==> src/rtl/ball_referee.sv <==
`default_nettype none
// ============================================================================
// Module   : ball_referee
// Purpose  : Collision and scoring referee for the ball FSM. It infers the
//            ball's direction from successive positions, detects paddle, wall
//            and goal contacts, and holds a bounce code until the ball shows
//            (by moving) that it has consumed it. It also keeps per-side
//            scores and flags end of game.
// Ports    : clock, reset             - single clock, sync active-high reset
//            ball_x, ball_y   [9:0]   - ball top-left position
//            ball_size_x/_y   [7:0]   - ball size
//            left_y, right_y  [9:0]   - paddle top y
//            bounce           [1:0]   - 00 none, 01 paddle, 10 wall, 11 serve
//            score_left/right [3:0]   - scores
//            point_left/right         - one-cycle pulse when that side scores
//            game_over                - high once a side reaches WIN_SCORE
// Option   : REFEREE_GAME_OVER_EN - enables WIN_SCORE, saturating scores and
//            the GAME_OVER state. Undefined: scores wrap, game_over is 0.
// Revision : 1.0 - initial release
// ============================================================================
module ball_referee #(
  parameter int SCREEN_X  = 640,
  parameter int SCREEN_Y  = 480,
  parameter int PADDLE_W  = 8,
  parameter int PADDLE_H  = 64,
  parameter int LEFT_X    = 16,
  parameter int RIGHT_X   = 616,
  parameter int WIN_SCORE = 9
) (
  input  logic       clock,
  input  logic       reset,
  input  logic [9:0] ball_x,
  input  logic [9:0] ball_y,
  input  logic [7:0] ball_size_x,
  input  logic [7:0] ball_size_y,
  input  logic [9:0] left_y,
  input  logic [9:0] right_y,
  output logic [1:0] bounce,
  output logic [3:0] score_left,
  output logic [3:0] score_right,
  output logic       point_left,
  output logic       point_right,
  output logic       game_over
);

`ifdef REFEREE_GAME_OVER_EN
  localparam bit GAME_OVER_EN = 1'b1;
`else
  localparam bit GAME_OVER_EN = 1'b0;
`endif

  localparam logic [1:0] B_NONE   = 2'b00;
  localparam logic [1:0] B_PADDLE = 2'b01;
  localparam logic [1:0] B_WALL   = 2'b10;
  localparam logic [1:0] B_SERVE  = 2'b11;

  localparam logic [10:0] SCR_X      = 11'(SCREEN_X);
  localparam logic [10:0] WALL_HI    = 11'(SCREEN_Y - 1);
  localparam logic [10:0] LEFT_FACE  = 11'(LEFT_X + PADDLE_W);
  localparam logic [10:0] RIGHT_FACE = 11'(RIGHT_X);
  localparam logic [10:0] PAD_H      = 11'(PADDLE_H);
  localparam logic [3:0]  WIN        = 4'(WIN_SCORE);

  // WALL_NEXT is the single 00 cycle between a consumed paddle bounce and
  // the deferred wall bounce that coincided with it.
  typedef enum logic [2:0] {
    PLAY      = 3'd0,
    HOLD      = 3'd1,
    WALL_NEXT = 3'd2,
    SERVE     = 3'd3,
    GAME_OVER = 3'd4
  } state_t;

  state_t     state, state_d;
  logic [9:0] prev_x, prev_y;
  logic [9:0] cap_x, cap_y, cap_x_d, cap_y_d;
  logic       dir_x, dir_y, dir_x_d, dir_y_d;   // 1 = plus
  logic       dir_valid, dir_valid_d;
  logic       pending_wall, pending_wall_d;
  logic [1:0] bounce_d;
  logic [3:0] score_left_d, score_right_d;
  logic       point_left_d, point_right_d;

  // All geometry is done at 11 bits so position + size cannot overflow.
  logic [10:0] bx, by, bx_end, by_end, ly, ry;
  assign bx     = {1'b0, ball_x};
  assign by     = {1'b0, ball_y};
  assign bx_end = bx + {3'b000, ball_size_x};
  assign by_end = by + {3'b000, ball_size_y};
  assign ly     = {1'b0, left_y};
  assign ry     = {1'b0, right_y};

  logic moved, cap_moved;
  logic hit_score_left, hit_score_right, hit_left_pad, hit_right_pad, hit_wall;

  assign moved     = (ball_x != prev_x) || (ball_y != prev_y);
  assign cap_moved = (ball_x != cap_x) || (ball_y != cap_y);

  assign hit_score_right = dir_valid && !dir_x && (ball_x == 10'd0);
  assign hit_score_left  = dir_valid &&  dir_x && (bx_end >= SCR_X);
  assign hit_left_pad    = dir_valid && !dir_x && (bx == LEFT_FACE) &&
                           (by_end > ly) && (by < ly + PAD_H);
  assign hit_right_pad   = dir_valid &&  dir_x && (bx_end == RIGHT_FACE) &&
                           (by_end > ry) && (by < ry + PAD_H);
  // One-pixel margin so a wall bounce deferred behind a paddle bounce is
  // still recognised after the ball has taken one more step.
  assign hit_wall        = dir_valid &&
                           ((!dir_y && (by <= 11'd1)) || (dir_y && (by_end >= WALL_HI)));

  function automatic logic [3:0] bump(input logic [3:0] s);
    if (GAME_OVER_EN && (s >= WIN)) return s;
    return s + 4'd1;
  endfunction

  always_comb begin
    state_d        = state;
    bounce_d       = bounce;
    cap_x_d        = cap_x;
    cap_y_d        = cap_y;
    pending_wall_d = pending_wall;
    score_left_d   = score_left;
    score_right_d  = score_right;
    point_left_d   = 1'b0;
    point_right_d  = 1'b0;
    dir_x_d        = dir_x;
    dir_y_d        = dir_y;
    dir_valid_d    = dir_valid;

    // Direction tracking runs in every state; an axis with no delta keeps
    // its last known sign.
    if (ball_x != prev_x) dir_x_d = (ball_x > prev_x);
    if (ball_y != prev_y) dir_y_d = (ball_y > prev_y);
    if (moved)            dir_valid_d = 1'b1;

    case (state)
      PLAY: begin
        bounce_d = B_NONE;
        if (hit_score_left || hit_score_right) begin
          if (hit_score_left) begin
            score_left_d = bump(score_left);
            point_left_d = 1'b1;
          end else begin
            score_right_d = bump(score_right);
            point_right_d = 1'b1;
          end
          bounce_d    = B_SERVE;
          cap_x_d     = ball_x;
          cap_y_d     = ball_y;
          dir_valid_d = 1'b0;
          state_d     = SERVE;
        end else if (hit_left_pad || hit_right_pad) begin
          bounce_d       = B_PADDLE;
          pending_wall_d = hit_wall;
          cap_x_d        = ball_x;
          cap_y_d        = ball_y;
          state_d        = HOLD;
        end else if (hit_wall) begin
          bounce_d = B_WALL;
          cap_x_d  = ball_x;
          cap_y_d  = ball_y;
          state_d  = HOLD;
        end
      end
      HOLD: begin
        if (cap_moved) begin
          bounce_d       = B_NONE;
          pending_wall_d = 1'b0;
          state_d        = pending_wall ? WALL_NEXT : PLAY;
        end
      end
      WALL_NEXT: begin
        bounce_d = B_WALL;
        cap_x_d  = ball_x;
        cap_y_d  = ball_y;
        state_d  = HOLD;
      end
      SERVE: begin
        // The recentring jump says nothing about the next rally's direction.
        dir_valid_d = 1'b0;
        bounce_d    = B_SERVE;
        if (cap_moved) begin
          if (GAME_OVER_EN && ((score_left >= WIN) || (score_right >= WIN))) begin
            state_d = GAME_OVER;
          end else begin
            bounce_d = B_NONE;
            state_d  = PLAY;
          end
        end
      end
      GAME_OVER: begin
        dir_valid_d = 1'b0;
        bounce_d    = B_SERVE;
      end
      default: begin
        bounce_d = B_NONE;
        state_d  = PLAY;
      end
    endcase
  end

  always_ff @(posedge clock) begin
    if (reset) begin
      state        <= PLAY;
      bounce       <= B_NONE;
      cap_x        <= '0;
      cap_y        <= '0;
      pending_wall <= 1'b0;
      score_left   <= '0;
      score_right  <= '0;
      point_left   <= 1'b0;
      point_right  <= 1'b0;
      dir_x        <= 1'b0;
      dir_y        <= 1'b0;
      dir_valid    <= 1'b0;
    end else begin
      state        <= state_d;
      bounce       <= bounce_d;
      cap_x        <= cap_x_d;
      cap_y        <= cap_y_d;
      pending_wall <= pending_wall_d;
      score_left   <= score_left_d;
      score_right  <= score_right_d;
      point_left   <= point_left_d;
      point_right  <= point_right_d;
      dir_x        <= dir_x_d;
      dir_y        <= dir_y_d;
      dir_valid    <= dir_valid_d;
    end
  end

  // Previous position follows the inputs every edge, reset included, so the
  // first cycle after reset never sees a spurious move.
  always_ff @(posedge clock) begin
    prev_x <= ball_x;
    prev_y <= ball_y;
  end

`ifdef REFEREE_GAME_OVER_EN
  assign game_over = (state == GAME_OVER);
`else
  assign game_over = 1'b0;
`endif

endmodule
`default_nettype wire

==> config.mk <==
export PLATFORM = sky130hd
export DESIGN_NAME = ball_referee
export DESIGN_NICKNAME = d
export VERILOG_FILES = /design/src/rtl/ball_referee.sv
export SDC_FILE = /design/constraint.sdc
export NUM_CORES = 1
export LEC_CHECK = 0
export CAP_MARGIN = 20
export CORE_MARGIN = 1.5
export CORE_UTILIZATION = 50
export DETAILED_ROUTE_END_ITERATION = 10
export PLACE_DENSITY_LB_ADDON = 0.08
export SLEW_MARGIN = 20
export SYNTH_ARGS = -nofsm -noshare
export SYNTH_HDL_FRONTEND = slang
export SYNTH_SLANG_ARGS = --single-unit
export TNS_END_PERCENT = 1
==> constraint.sdc <==
create_clock -name clock -period 5.4 [get_ports clock]
set_input_delay 0.54 -clock clock [delete_from_list [all_inputs] [get_ports clock]]
set_output_delay 0.54 -clock clock [all_outputs]
set_load 0.05 [all_outputs]
**After elaboration in Yosys (flattened, before gate mapping)**

Index checks and enable logic that the tools add are counted.
W data, S select, Z words.

- Add/sub/neg operators: 6
- $mul: 0
- Div/mod/pow operators: 0
- Order comparisons: 9
- Equal/unequal tests: 15
- Shift-type cells: 0
- Mux-type cells: 30
- Bitwise operators: 4
- Reduce and logical (&&, ||, !) cells: 31

Operators by type and width:

| kind | count |
|---|---|
| $mux W10 | 6 |
| $ne A10 B10 Y1 | 4 |
| $pmux W10 S2 | 2 |
| $add A10 B7 Y11 const B | 2 |
| $add A10 B8 Y11 | 2 |
| $gt A11 B10 Y1 | 2 |
| $lt A10 B11 Y1 | 2 |
| $gt A10 B10 Y1 | 2 |
| $mux W3 | 5 |
| $pmux W3 S5 | 1 |
| $logic_and A1 B1 Y1 | 13 |
| $mux W2 | 6 |
| $eq A11 B10 Y1 const B | 1 |
| $ge A11 B10 Y1 const B | 1 |
| $ge A11 B9 Y1 const B | 1 |
| $eq A10 B5 Y1 const B | 1 |
| $le A10 B1 Y1 const B | 1 |
| $logic_not A10 Y1 | 1 |
| $pmux W2 S5 | 1 |
| $add A4 B1 Y4 const B | 2 |
| $ne A2 B2 Y1 const B | 4 |
| $reduce_and A4 Y1 | 2 |
| $mux W1 | 7 |
| $eq A3 B2 Y1 const B | 2 |
| other kinds (13) | 24 |

- Bits in registers: 59
- Latch bits: 0
- Memory bits (writable): 0
- ROM bits: 0
- Memories kept: 0

**Depth between registers and ports, before layout**

Gate-level depths: netlist (run 1).

- Word-level depth: 9
- Mapped depth: 17

**Least setup slack after synthesis (run 1)**

No wires, ideal clock.

- Path kind: input port to flip-flop
- Start: input ball_y[0]
- End: register state[1]
- Arrival time: 3.951 ns
- Required time: 5.278 ns
- Slack: 1.327 ns
- Cell stages on the path: 16
- Path through: ha_1 > fa_1 > a211oi_1 > o21ai_0 > a21o_1 > and2_1 > ha_1 > and3_1 > nand3_1 > o22a_1 > o31ai_1 > a2111o_1 > and3b_1 > buf_6 > and4_1 > a311o_1

- Cells in the longest elaborated chain, start to end: 8

RTL lines:

| what | line | RTL |
|---|---|---|
| from (decl) | 33 | `input logic [9:0] ball_y,` |
| $add A10 B8 Y11 | 89 | `assign by_end = by + {3'b000, ball_size_y};` |
| $gt A11 B10 Y1 (on tied branches) | 102, 104 |  |
| $logic_and A1 B1 Y1 (on tied branches) | 101, 103 |  |
| $logic_and A1 B1 Y1 (on tied branches) | 102, 104 |  |
| $logic_or A1 B1 Y1 | 151 | `end else if (hit_left_pad \|\| hit_right_pad) begin` |
| $mux W3 | 151 |  |
| $mux W3 | 138 | `if (hit_score_left \|\| hit_score_right) begin` |
| $pmux W3 S5 | 135 | `case (state)` |
| to (signal assigned) | 216 | `state <= state_d;` |
| to (decl) | 74 | `state_t state, state_d;` |

Several ways; a longest one is shown, not always the timed one.
A chain may end at the register's enable or synchronous reset.

**Worst setup path after layout (run 1)**

- Start: input ball_y[1]
- End: register cap_y[9]

- Cells in the longest elaborated chain, start to end: 8

RTL lines:

| what | line | RTL |
|---|---|---|
| $add A10 B8 Y11 | 89 |  |
| $gt A11 B10 Y1 (on tied branches) | 102, 104 |  |
| $logic_and A1 B1 Y1 (on tied branches) | 101, 103 |  |
| $logic_and A1 B1 Y1 (on tied branches) | 102, 104 |  |
| $logic_or A1 B1 Y1 | 151 |  |
| $mux W10 | 151 |  |
| $mux W10 | 138 |  |
| $pmux W10 S2 | 135 |  |
| to (signal assigned) | 219 | `cap_y <= cap_y_d;` |
| to (decl) | 76 | `logic [9:0] cap_x, cap_y, cap_x_d, cap_y_d;` |

Several ways; a longest one is shown, not always the timed one.

==> results.py, run 1 <==
metrics = {
    "status": {
        "status": "finished clean",
    },
    "pwr": {
        "p_sw_w": 0.000592,
        "intPower_w": 0.00107,
        "p_leak_nw": 2.92,
        "finalPower_w": 0.00166,
        "ir_worst_vdd_uv": 137,
        "powerDensity_nw_per_um2": 255,
        "swShare": 0.357,
        "seqPwrFrac": 0.315,
        "pwr-share-clk": 0.283,
        "combPwrFrac": 0.401,
    },
    "worst_hold_path": {
        "holdPathStages": 2,
        "hold_path_class": "reg -> reg",
    },
    "clock_network": {
        "htreeDepth": 3,
        "clk_pin_slew_worst_paths_ps": 80,
        "cts_setup_buffers": 0,
        "ctsRootBufferMaster": "clkbuf_8",
        "cts_tree": "yes",
        "clock_path_buffers": 2,
        "clock_latency_ps": 340,
        "cts_hold_buf": 0,
        "cts_resized": 0,
        "clkSinkCount": 58,
        "cts_buffers": 9,
    },
    "final_layout": {
        "final_util": 0.624,
        "antenna_cells": 0,
        "finalNonFillerCells": 879,
        "fillCellCount": 947,
        "fin_nets": 881,
        "syn_to_final_growth_pct": 20.0,
        "final_layout_size_suffix_gt1_frac": 0.0619,
    },
    "route": {
        "drtAntennaViolNets": 0,
        "num_vias": 5185,
        "via_per_inst": 5.90,
        "wl_per_cell_um": 16.5,
        "drtPass1Iterations": 5,
        "drc": 0,
        "wl_mm": 14.5,
        "drt_iter0_markers": 278,
    },
    "worst_setup_path": {
        "cp_max_fo": 14,
        "end_kind": "flop",
        "cp.required_ps": 5570,
        "crit_arrival_ps": 4880,
        "ff2ff_path_depth": 7,
        "critPathKind": "in -> reg",
        "crit_path_cell_trace": "clkdlybuf4s50_1 > ha_1 > a211oi_1 > o21ai_0 > a41oi_1 > and2_1 > ha_1 > and3_1 > a2111o_1 > o31ai_1 > a2111o_1 > and3b_1 > buf_4 > mux2i_1 > o211ai_1",
        "crit_slowest_cell": "clkdlybuf4s50_1",
        "worstSetupStartpointType": "input pin",
        "critPathMaxStageDelay_ps": 620,
    },
    "timing": {
        "max_freq_mhz": 212,
        "worstMarginPinSlew_ps": 954,
        "rsz0062_at_grt": "false",
        "period_share": 0.873,
        "setup_viol": 0,
        "min_period_ps": 4710,
        "slew_violations": 0,
        "final_hold_viol_count": 0,
        "finalClockSkew_ps": 13.0,
        "slew_headroom": 0.363,
        "fin_setup_tns_ps": 0,
    },
    "place": {
        "numPlacedInstances": 862,
        "portBuffers": 69,
        "place_congestion": 0.891,
        "hpwl_mm": 11.3,
    },
    "logic_synthesis": {
        "syn-num-nets": 809,
        "ys.flop_type": "dfxtp_1",
        "ys_async_sr_fraction": 0,
        "yosysSeqAreaShare": 0.214,
        "ys_ff_latch": 58,
        "netlist_area_um2": 5420,
        "ys_types": 69,
        "yosysWarningCount": 0,
        "synth_area_per_cell_um2": 8.14,
        "syn_inst": 666,
        "synth-edff-count": 0,
    },
    "global_route": {
        "grtUsageTotal": 0.268,
        "grt_max_degree": 41,
        "overflow": 0,
        "grt_pass1_wl_mm": 24.6,
        "grt_pass1_vias": 5201,
        "antenna_found_initial": 0,
    },
    "floorplanning": {
        "row_count": 37,
        "io_pins": 71,
        "die_h_um": 107,
        "start_util": 0.520,
        "core_um2": 10400,
        "die_area_um2": 11500,
        "fp.dieW_um": 107,
    },
    "run": {
        "maxCapViolCount": 0,
    },
}
critical path, delay by kind of cell:
family | cells | cell delay [ps]
AO/OA/AOI/OAI | 7 | 2090
AND/OR/NAND/NOR | 3 | 580
adder cells (fa/ha/maj) | 2 | 540
buffers and inverters | 2 | 890
multiplexers | 1 | 240
cell usage after synthesis, types with 14 or more instances:
cell | number | area share
dfxtp_1 | 58 | 0.21
ha_1 | 83 | 0.19
clkbuf_1 | 20 | 0.014
o21ai_0 | 21 | 0.019
inv_1 | 56 | 0.039
a21oi_1 | 44 | 0.041
nand4_1 | 14 | 0.016
xor2_1 | 16 | 0.026
nand2_1 | 59 | 0.041
o211ai_1 | 28 | 0.039
nand3_1 | 22 | 0.020
nor2_1 | 29 | 0.020
and3_1 | 17 | 0.020
o21a_1 | 16 | 0.022
nor3_1 | 14 | 0.013
mux2i_1 | 21 | 0.039
per-layer routing:
| layer | GRT usage | vias to the layer above | share of wire |
|---|---|---|---|
| li1 | - | 2595 | - |
| met1 | 0.364 | 2448 | 0.47 |
| met4 | 0.0771 | 0 | 0.019 |
| met3 | 0.0340 | 21 | 0.041 |
| met2 | 0.441 | 121 | 0.47 |
| met5 | 0 | - | 0 |
final timing paths:
check	end	slack, ps	start
worst min-delay path	score_right[3]$_SDFFE_PP0P_	490	score_right[3]$_SDFFE_PP0P_
worst max register to register	cap_y[9]$_SDFFE_PP0P_	2710	state[1]$_SDFFE_PP0P_
worst min register to register	score_right[3]$_SDFFE_PP0P_	490	score_right[3]$_SDFFE_PP0P_
worst max-delay path	cap_y[9]$_SDFFE_PP0P_	690	ball_y[1]
stage by stage:
stage | worst slack [ps] | hold slack [ps] | instance area (um^2)
global route | 443 | 525 | 6500
finish | 687 | 489 | 6500
floorplan | 1330 | 470 | 5420
global placement | 437 | 465 | 6260
detailed placement | 418 | 478 | 6260
CTS | 711 | 491 | 6490
cell type report:
| type | count | area [um^2] | share of cell area |
|---|---|---|---|
| Clock buffer | 12 | 155 | 0.0239 |
| Timing Repair Buffer | 87 | 833 | 0.128 |
| Clock inverter | 4 | 73.8 | 0.0114 |
| Sequential cell | 58 | 1160 | 0.179 |
| Multi-Input combinational cell | 526 | 3900 | 0.599 |
| Inverter | 56 | 210 | 0.0323 |
| Tap cell | 136 | 170 | 0.0262 |
layout by cell type (no fill, tap or decap), types with 9 or more instances in the layout:
cell type and n:
a211oi_1 10, a21o_1 9, a21oi_1 44, and3_1 17
buf_4 17, clkbuf_8 11, clkdlybuf4s50_1 69, dfxtp_1 58
ha_1 83, inv_1 56, mux2i_1 21, nand2_1 59
nand3_1 22, nand4_1 14, nor2_1 29, nor2b_1 12
nor3_1 14, nor4_1 9, o211ai_1 28, o21a_1 16
o21ai_0 21, xnor2_1 13, xor2_1 16
power groups by stage:
stage          clock (W)  combinational, W  sequential (W)
4_1_cts         0.000475          0.000662        0.000524
2_1_floorplan          0          0.000486        0.000534
3_5_place_dp           0          0.000658        0.000533
6_report        0.000470          0.000666        0.000524
5_1_grt         0.000490          0.000742        0.000532
3_3_place_gp           0          0.000637        0.000531
flip-flops by register name, indices dropped and copies added (netlist names):
name,cells
score_left,4
cap_x,10
prev_x,10
point_left,1
score_right,4
state,2
bounce,2
cap_y,10
pending_wall,1
prev_y,10
dir_x,1
dir_valid,1
point_right,1
dir_y,1
cells by family (layout without fill, tap and decap cells):
family	after synthesis	count (layout)	synth area share
and+or+nand+nor	207	207	0.196
DFF	58	58	0.214
other	1	1	0.000692
buffers and inverters	82	159	0.0665
xor gates and xnor gates	29	29	0.0469
muxes	22	22	0.0409
AOI/OAI and AO/OA	182	182	0.236
adders and majority gates	85	85	0.199
Power figures use the tool's default switching activity.
==> run 2: changes to the inputs <==
--- a/config.mk
+++ b/config.mk
@@ -6,7 +6,6 @@
 export NUM_CORES = 1
 export LEC_CHECK = 0
 export CAP_MARGIN = 20
-export CORE_MARGIN = 1.5
 export CORE_UTILIZATION = 50
 export DETAILED_ROUTE_END_ITERATION = 10
 export PLACE_DENSITY_LB_ADDON = 0.08
==> results.py, run 2 (synthesis gave the netlist of run 1 again) <==
metrics = {
    "global_route": {
        "overflow": 0,
        "grt_max_degree": 41,
        "grt_pass1_vias": 5084,
        "grtUsageTotal": 0.270,
        "antenna_found_initial": 0,
        "grt_pass1_wl_mm": 24.2,
    },
    "timing": {
        "min_period_ps": 4760,
        "max_freq_mhz": 210,
        "worstMarginPinSlew_ps": 970,
        "whs_ps": 491,
        "final_hold_viol_count": 0,
        "finalClockSkew_ps": 9.35,
        "rsz0062_at_grt": "false",
        "slew_headroom": 0.353,
        "setup_viol": 0,
        "period_share": 0.881,
        "slew_violations": 0,
        "fin_setup_tns_ps": 0,
    },
    "worst_setup_path": {
        "cp_max_fo": 14,
        "worstSetupStartpointType": "input pin",
        "ff2ff_path_depth": 7,
        "r2r-start": "state[0]$_SDFFE_PP0P_",
        "critPathMaxStageDelay_ps": 550,
        "end_kind": "flop",
        "crit_arrival_ps": 4950,
        "crit_path_cell_trace": "clkdlybuf4s50_1 > ha_1 > fa_1 > a211oi_1 > o21ai_0 > a21o_1 > and2_1 > ha_1 > and3_1 > a2111o_1 > o31ai_1 > a2111o_1 > and3b_1 > buf_4 > mux2i_1 > o211ai_1",
        "crit_slowest_cell": "clkdlybuf4s50_1",
        "regToRegSetupSlack_ps": 2780,
        "cp.required_ps": 5590,
        "critPathKind": "in -> reg",
        "r2r_end": "cap_y[7]$_SDFFE_PP0P_",
    },
    "worst_hold_path": {
        "hold_path_startpoint": "score_left[3]$_SDFFE_PP0P_",
        "hold_path_class": "reg -> reg",
        "holdPathEnd": "score_left[3]$_SDFFE_PP0P_",
        "holdPathStages": 2,
    },
    "final_layout": {
        "mostFrequentLayoutCells": "ha_1 (83), clkdlybuf4s50_1 (69), nand2_1 (59)",
        "final_layout_size_suffix_gt1_frac": 0.0606,
        "postLayoutCellArea_um2": 6500,
        "finalNonFillerCells": 878,
        "layout_commonest_cell": "ha_1",
        "fillCellCount": 937,
        "fin_nets": 880,
        "antenna_cells": 0,
        "syn_to_final_growth_pct": 19.9,
    },
    "place": {
        "portBuffers": 69,
        "hpwl_mm": 11.4,
        "place_area_um2": 6250,
        "place_congestion": 0.885,
        "numPlacedInstances": 861,
    },
    "clock_network": {
        "clk_pin_slew_worst_paths_ps": 70,
        "cts_buffers": 9,
        "ctsRootBufferMaster": "clkbuf_8",
        "clkSinkCount": 58,
        "cts_tree": "yes",
        "htreeDepth": 3,
        "clock_path_buffers": 2,
        "clock_latency_ps": 350,
        "cts_setup_buffers": 0,
        "cts_hold_buf": 0,
        "cts_resized": 0,
    },
    "route": {
        "num_vias": 5174,
        "via_per_inst": 5.89,
        "drtPass1Iterations": 5,
        "wl_per_cell_um": 16.7,
        "drc": 0,
        "drtAntennaViolNets": 0,
        "drt_iter0_markers": 278,
        "wl_mm": 14.7,
    },
    "run": {
        "maxCapViolCount": 0,
    },
    "status": {
        "status": "finished clean",
    },
    "pwr": {
        "p_leak_nw": 2.91,
        "powerDensity_nw_per_um2": 254,
        "finalPower_w": 0.00165,
        "ir_worst_vdd_uv": 170,
    },
    "floorplanning": {
        "start_util": 0.520,
        "io_pins": 71,
        "core_um2": 10400,
        "row_count": 37,
        "die_h_um": 106,
        "die_area_um2": 11300,
        "fp.dieW_um": 106,
    },
}
-- run 2: where the power goes --
part / internal (W) / total [W] / switching (W)
logic: 0.000296 / 0.000670 / 0.000374
clock network: 0.000271 / 0.000450 / 0.000179
registers: 0.000487 / 0.000526 / 0.0000397
-- run 2: final cells by class --
class | instances | area (um^2) | share of cell area
multi-input cells | 526 | 3900 | 0.600
flip-flops and latches | 58 | 1160 | 0.179
repair buffers | 86 | 838 | 0.129
inverters | 56 | 210 | 0.0324
well taps | 136 | 170 | 0.0262
clock buffers | 11 | 141 | 0.0218
clock inverters | 5 | 77.6 | 0.0119
-- run 2: worst max-delay path: cells and delay by family --
| kind | cells | cell delay, ps |
|---|---|---|
| compound gates | 7 | 1780 |
| fa+ha+maj | 3 | 990 |
| buf+inv | 2 | 830 |
| mux | 1 | 260 |
| simple gates | 3 | 540 |
-- run 2: metal layers --
metal  routed length [um]  global-route usage
met5                    0                   0
met4                  226              0.0744
met3                  766              0.0399
met2                 6810               0.450
met1                 6880               0.360
-- run 2: worst max-delay path by stage --
stage / start / to / slack (ps) / cells after the start
after floorplan: ball_y[0] / state[1]$_SDFFE_PP0P_ / 1330 / 16
after global placement: ball_y[0] / state[1]$_SDFFE_PP0P_ / 490 / 17
after detailed placement: ball_y[0] / cap_y[9]$_SDFFE_PP0P_ / 370 / 16
after global routing: ball_y[0] / cap_y[5]$_SDFFE_PP0P_ / 450 / 16
final: ball_y[0] / cap_y[7]$_SDFFE_PP0P_ / 640 / 16
after CTS: ball_y[0] / cap_y[7]$_SDFFE_PP0P_ / 680 / 16
-- run 2: metrics by stage --
stage	setup slack (ps)	utilization
finish	643	0.624
global route	452	0.624
CTS	680	0.621
detailed placement	368	0.600
global placement	486	0.600
floorplan	1330	-
